## config.mk

```make
export PLATFORM = sky130hd
export DESIGN_NAME = onehot_decoder_seq_flat
export DESIGN_NICKNAME = d
export VERILOG_FILES = /design/src/rtl/onehot_decoder_seq_pkg.sv /design/src/rtl/onehot_decoder_seq_if.sv /design/src/rtl/onehot_decoder_seq_check.sv /design/src/rtl/onehot_decoder_seq.sv /design/src/flat_wrapper.sv
export SDC_FILE = /design/constraint.sdc
export NUM_CORES = 1
export LEC_CHECK = 0
export BUFFER_PORTS_ARGS = -buffer_cell sky130_fd_sc_hd__buf_4
export CORE_MARGIN = 2
export CORE_UTILIZATION = 44
export CTS_CLUSTER_DIAMETER = 50
export DETAILED_ROUTE_END_ITERATION = 10
export PLACE_DENSITY_LB_ADDON = 0.2
export SYNTH_ARGS = -nofsm -noshare
export SYNTH_HDL_FRONTEND = slang
export SYNTH_SLANG_ARGS = --single-unit
```

## constraint.sdc

```tcl
create_clock -name clk -period 2.5 [get_ports clk]
set_input_delay 0.25 -clock clk [delete_from_list [all_inputs] [get_ports clk]]
set_output_delay 0.25 -clock clk [all_outputs]
set_load 0.02 [all_outputs]
```

## src/rtl/onehot_decoder_seq_pkg.sv

```systemverilog
// Shared types and constants for the registered one-hot decoder.
// The optional self-check (ONEHOT_DECODER_SEQ_CHECK_EN) also relies on these widths.
package onehot_pkg;

  localparam int ONEHOT_N = 8;
  localparam int ONEHOT_W = 3;

  typedef enum logic [1:0] {
    IDLE = 2'd0,
    HOLD = 2'd1,
    SCAN = 2'd2
  } state_t;

  function automatic logic [ONEHOT_N-1:0] onehot_of(input logic [ONEHOT_W-1:0] i);
    onehot_of    = '0;
    onehot_of[i] = 1'b1;
  endfunction

endpackage

```

## src/rtl/onehot_decoder_seq_if.sv

```systemverilog
// Code handshake, mode controls and select outputs of onehot_decoder_seq.
// Master drives codes and modes; slave is the decoder.
interface onehot_decoder_seq_if;
  import onehot_pkg::*;

  logic [ONEHOT_W-1:0] code_in;
  logic                code_valid;
  logic                code_ready;
  logic                en;
  logic                scan_mode;
  logic [ONEHOT_N-1:0] o;
  logic [ONEHOT_W-1:0] idx;
  logic                step;

  modport master (
    output code_in, code_valid, en, scan_mode,
    input  code_ready, o, idx, step
  );

  modport slave (
    input  code_in, code_valid, en, scan_mode,
    output code_ready, o, idx, step
  );
endinterface

```

## src/rtl/onehot_decoder_seq_check.sv

```systemverilog
// Combinational 8->3 encoder with a one-hot-valid flag; used by the optional
// consistency checker (ONEHOT_DECODER_SEQ_CHECK_EN) in onehot_decoder_seq.
module onehot_check
  import onehot_pkg::*;
(
  input  logic [ONEHOT_N-1:0] vec,
  output logic [ONEHOT_W-1:0] code,
  output logic                onehot
);

  always_comb begin
    code = '0;
    for (int i = 0; i < ONEHOT_N; i++) begin
      if (vec[i]) code = code | ONEHOT_W'(i);
    end
  end

  assign onehot = (vec != '0) && ((vec & (vec - ONEHOT_N'(1))) == '0);

endmodule

```

## src/rtl/onehot_decoder_seq.sv

```systemverilog
// Registered 3-to-8 one-hot decoder with valid/ready code input and auto-scan.
// Optional sticky consistency checker enabled by ONEHOT_DECODER_SEQ_CHECK_EN.
module onehot_decoder_seq
  import onehot_pkg::*;
#(
  parameter int SCAN_DIV   = 50000,
  parameter bit ACTIVE_LOW = 1'b0
) (
  input  logic                 clk,
  input  logic                 rst,
  onehot_decoder_seq_if.slave  bus
`ifdef ONEHOT_DECODER_SEQ_CHECK_EN
  ,
  output logic                 chk_err
`endif
);

  localparam int                  PW         = (SCAN_DIV > 1) ? $clog2(SCAN_DIV) : 1;
  localparam logic [PW-1:0]       PRESC_LAST = PW'(SCAN_DIV - 1);
  localparam logic [ONEHOT_N-1:0] O_IDLE     = ACTIVE_LOW ? '1 : '0;

  function automatic logic [ONEHOT_N-1:0] drive_line(input logic [ONEHOT_W-1:0] i);
    drive_line = ACTIVE_LOW ? ~onehot_of(i) : onehot_of(i);
  endfunction

  state_t              state_q, state_d;
  logic [PW-1:0]       presc_q, presc_d;
  logic [ONEHOT_W-1:0] idx_q, idx_d, idx_inc;
  logic [ONEHOT_N-1:0] o_q, o_d;
  logic                step_q, step_d;

  always_ff @(posedge clk) begin
    if (rst) begin
      state_q <= IDLE;
      presc_q <= '0;
      idx_q   <= '0;
      o_q     <= O_IDLE;
      step_q  <= 1'b0;
    end else begin
      state_q <= state_d;
      presc_q <= presc_d;
      idx_q   <= idx_d;
      o_q     <= o_d;
      step_q  <= step_d;
    end
  end

  assign idx_inc = idx_q + ONEHOT_W'(1);

  // Scan requests win over a code offered in the same cycle.
  always_comb begin
    state_d = state_q;
    presc_d = presc_q;
    idx_d   = idx_q;
    o_d     = o_q;
    step_d  = 1'b0;
    if (bus.en) begin
      unique case (state_q)
        IDLE, HOLD: begin
          if (bus.scan_mode) begin
            state_d = SCAN;
            presc_d = '0;
            if (state_q == IDLE) begin
              idx_d = '0;
              o_d   = drive_line('0);
            end
          end else if (bus.code_valid) begin
            state_d = HOLD;
            idx_d   = bus.code_in;
            o_d     = drive_line(bus.code_in);
          end
        end
        SCAN: begin
          if (!bus.scan_mode) begin
            state_d = HOLD;
            presc_d = '0;
          end else if (presc_q == PRESC_LAST) begin
            presc_d = '0;
            idx_d   = idx_inc;
            o_d     = drive_line(idx_inc);
            step_d  = 1'b1;
          end else begin
            presc_d = presc_q + PW'(1);
          end
        end
        default: state_d = IDLE;
      endcase
    end
  end

  always_comb begin
    bus.code_ready = !rst && bus.en && !bus.scan_mode && (state_q != SCAN);
  end

  assign bus.o    = o_q;
  assign bus.idx  = idx_q;
  assign bus.step = step_q;

`ifdef ONEHOT_DECODER_SEQ_CHECK_EN
  logic [ONEHOT_N-1:0] norm_o;
  logic [ONEHOT_W-1:0] enc_idx;
  logic                enc_ok;
  logic                chk_err_q, chk_err_d;

  assign norm_o = ACTIVE_LOW ? ~o_q : o_q;

  onehot_check u_chk (
    .vec    (norm_o),
    .code   (enc_idx),
    .onehot (enc_ok)
  );

  // IDLE legitimately drives no line, so one-hotness is only demanded elsewhere.
  always_comb begin
    chk_err_d = chk_err_q | (enc_idx != idx_q) | ((state_q != IDLE) && !enc_ok);
  end

  always_ff @(posedge clk) begin
    if (rst) chk_err_q <= 1'b0;
    else     chk_err_q <= chk_err_d;
  end

  assign chk_err = chk_err_q;
`endif

endmodule

```

## src/flat_wrapper.sv

```systemverilog
// flat-port wrapper written by rule: the top's interface ports become plain ports
module onehot_decoder_seq_flat import onehot_pkg::*;
#(
  parameter int SCAN_DIV   = 50000,
  parameter bit ACTIVE_LOW = 1'b0
)
  (clk, rst, bus_code_in, bus_code_valid, bus_en, bus_scan_mode, bus_code_ready, bus_o, bus_idx, bus_step);
  onehot_decoder_seq_if bus_i ();
  input  logic clk;
  input  logic rst;
  input wire logic [$bits(bus_i.code_in)-1:0] bus_code_in;
  input wire logic [$bits(bus_i.code_valid)-1:0] bus_code_valid;
  input wire logic [$bits(bus_i.en)-1:0] bus_en;
  input wire logic [$bits(bus_i.scan_mode)-1:0] bus_scan_mode;
  output wire logic [$bits(bus_i.code_ready)-1:0] bus_code_ready;
  output wire logic [$bits(bus_i.o)-1:0] bus_o;
  output wire logic [$bits(bus_i.idx)-1:0] bus_idx;
  output wire logic [$bits(bus_i.step)-1:0] bus_step;
  assign bus_i.code_in = bus_code_in;
  assign bus_i.code_valid = bus_code_valid;
  assign bus_i.en = bus_en;
  assign bus_i.scan_mode = bus_scan_mode;
  assign bus_code_ready = bus_i.code_ready;
  assign bus_o = bus_i.o;
  assign bus_idx = bus_i.idx;
  assign bus_step = bus_i.step;
  onehot_decoder_seq #(.SCAN_DIV(SCAN_DIV), .ACTIVE_LOW(ACTIVE_LOW)) u_core (.clk(clk), .rst(rst), .bus(bus_i));
endmodule
```

==> impl_results.md <==
* Pwr Total at about 990 µW
* Initial core utilization at between 40% and 50%
* CP required at ~2.8 ns
* DRC viols at 0
* # setup viols final at 0
* Worst-path maximum fanout at 12
* Final nets at 227
* Routed Antenna Nets at 0
* Met1 WL at approximately 1700 µm
* Drt via density at 5.86
* Syn_area_per_cell at 8.44 µm²
* Register area share after synthesis at 37.4%
* Netlist Area Pre-Place at around 1600 µm²
* Met3 WL at 271 µm
* Clock slew at reported path FFs at ~0.1 ns
* Yosys reg bits at 30
* DR vias at 1548
* ANT cells at 0
* CTS Sinks at 30
* CP delay by family, top: simple AND/OR/NAND/NOR gates
* Worst-skew pair later-pin latency at 0.33 ns
* Ranking of synthesized cells by area: dfxtp_1 37%, nor2_1 5.6%, nand2_1 4.2%
* Status: finished, final reports clean
* I/O Pins at 21
* Slew Viols, Final at 0
* Initial antenna violation count at 0
* Count leader, synth: dfxtp_1
* Worst slew margin at 51.7%
* Syn Inst Count at 190
* Drt total wl at ~3900 µm
* Final setup TNS at 0 ns
* Max incr delay on CP at 0.57 ns
* RSZ-0062 raised after global routing: false
* DR top layer: met4
* Worst-Margin Slew at 0.718 ns
* Vias in the first global route at 1430
* Worst Setup End Kind: flip-flop
* First-pass GRT wire length at 6570 µm
* RR Startpoint: u_core.presc_q[4]
* Setup crit start: u_core.presc_q[4]
* Crit Path Category: flip-flop to flip-flop
* Core box area at 3420 µm²
* Initial DRC count at 125
* First-pass DRT Iterations at 4
* Hold Vio Cnt, Final at 0
* Leak Pwr at approximately 0.73 nW
* Layout Skew at 0.00912 ns
* Max Freq at 436 MHz
* GP Congestion at slightly above 0.9
* Die area at 4140 µm²
* DP Wirelength at 2810 µm
* Die outline height at 64.4 µm
* Die X at 64.4 µm
* Origin of the worst min-delay path: rst
* Layout cells sized above 1 at about 19%
* Routed WL per cell at 14.8 µm
* Tcrit/Tclk final at slightly above 90%
* Met2 Wirelength at around 1900 µm
* Worst path cell trace: or4b_1 > or4_4 > o32ai_4 > buf_12 > buf_4 > nor2_1 > a211oi_2
* Largest net degree at the start of global routing at 15
* Peak supply drop at 313 µV
* Synth area leader: dfxtp_1
* CP max stage cell: or4_4
* Warnings from Yosys at 0
* CTS Buffer Depth at 2
* Root buffer cell: clkbuf_4
* Residual overflow from global routing at 0
* TritonCTS Buffers at 5
* Rows at 21
* Post-CTS Hold Buffers at 0
* WP data arrival at roughly 2.5 ns
* Gr usage total at 20.3%
* H-tree Lvls at 2
* Port-buffer cells at 20
* Max cap viols at 0
* Async set-reset flop share out of synthesis at 0%
* CTS tree: built
* Syn nets at 200
* Area Growth Syn to Fin at 18.6%
* Worst Hold Class: primary input to flip-flop
* Synth top area share at between 30% and 40%
* Post-synth top cells: 30 x dfxtp_1, 24 x nor2_1, 18 x nand2_1
* Type of origin of the critical path: flip-flop
* Synth cell types at 42
* Bufs and invs on worst path at 2
* Commonest register cell after synthesis: dfxtp_1
* Pwr per Cell Area at 519 nW/µm²
* Min Tclk post-route at 2.29 ns
* Post-synth EDFFs at 0
[cell families (layout without fill, tap and decap cells)]
logic type	Yosys count	after routing	share of synthesized area, %
mux	2	2	1.25
simple gates	91	91	28.7
flops	30	30	37.4
fa+ha+maj	2	2	1.56
compound gates	40	40	20.7
buf+inv	13	41	3.82
xor+xnor	12	12	6.55
[flip-flops by register name (all words and copies together), names as in the netlist]
register / count
u_core.bus.idx: 3
u_core.state_q: 2
u_core.bus.step: 1
u_core.bus.o: 8
u_core.presc_q: 16
[worst register-to-register path, delay by kind of cell, from the launching register on]
kind                   cells  cell delay, ns
AND/OR/NAND/NOR            3            1.17
flip-flops                 1            0.37
buffers and inverters      2            0.31
AO/OA/AOI/OAI              2            0.37
[power by group]
part	leakage (nW)	internal [mW]	switching [mW]
Sequential	0.244	0.493	0.0160
Clock	0.0353	0.136	0.167
Combinational	0.450	0.0754	0.101
Total	0.729	0.704	0.284
[cells in the final DEF (no fill, tap or decap), drive strengths merged, types with 4 or more instances in the layout]
cell type / instances
dfxtp: 30
buf: 28
nor2: 24
nand2: 18
nand3: 11
nor3: 10
o21ai: 8
nand4: 7
a21oi: 7
clkbuf: 7
xnor2: 6
xor2: 6
o211a: 5
inv: 4
a211oi: 4
[final timing paths]
path | endpoint | slack, ns | cells past startpoint
setup / recovery | u_core.bus.o[2] | 0.21 | 7
setup reg to reg | u_core.bus.o[2] | 0.21 | 7
hold reg to reg | u_core.bus.o[3] | 0.49 | 2
hold / removal | u_core.bus.idx[1] | 0.21 | 2
[area by class of cell]
| type | count | area (µm²) |
|---|---|---|
| Clock buffer | 7 | 55.1 |
| Inverter | 5 | 18.8 |
| Sequential cell | 30 | 601 |
| Tap cell | 46 | 57.6 |
| Clock inverter | 1 | 5.00 |
| Timing Repair Buffer | 28 | 223 |
| Multi-Input combinational cell | 147 | 942 |
| Fill cell | 326 | 1510 |
[timing repair]
item | in CTS | in global routing
resized for setup | 0 | 0
buffers inserted | 0 | 3
endpoints found under the setup margin | 0 | 1
[routing by layer]
| layer | track usage (%) | vias up |
|---|---|---|
| met1 | 26.3 | 727 |
| li1 | - | 752 |
| met4 | 7.18 | 0 |
| met2 | 32.4 | 63 |
| met5 | 0 | - |
| met3 | 5.46 | 6 |
[metrics by stage]
| stage | hold slack, ns | instances | cell area, µm² | utilization (%) | worst slack (ns) |
|---|---|---|---|---|---|
| 2_1_floorplan | 0.315 | 190 | 1600 | - | 0.466 |
| 3_3_place_gp | 0.453 | 253 | 1810 | 52.9 | 0.218 |
| 3_5_place_dp | 0.483 | 253 | 1810 | 52.9 | 0.137 |
| 4_1_cts | 0.202 | 261 | 1870 | 54.7 | 0.116 |
| 5_1_grt | 0.202 | 264 | 1900 | 55.7 | 0.0984 |
| 6_report | 0.214 | 264 | 1900 | 55.7 | 0.209 |
(Power assumes the default switching activity.)
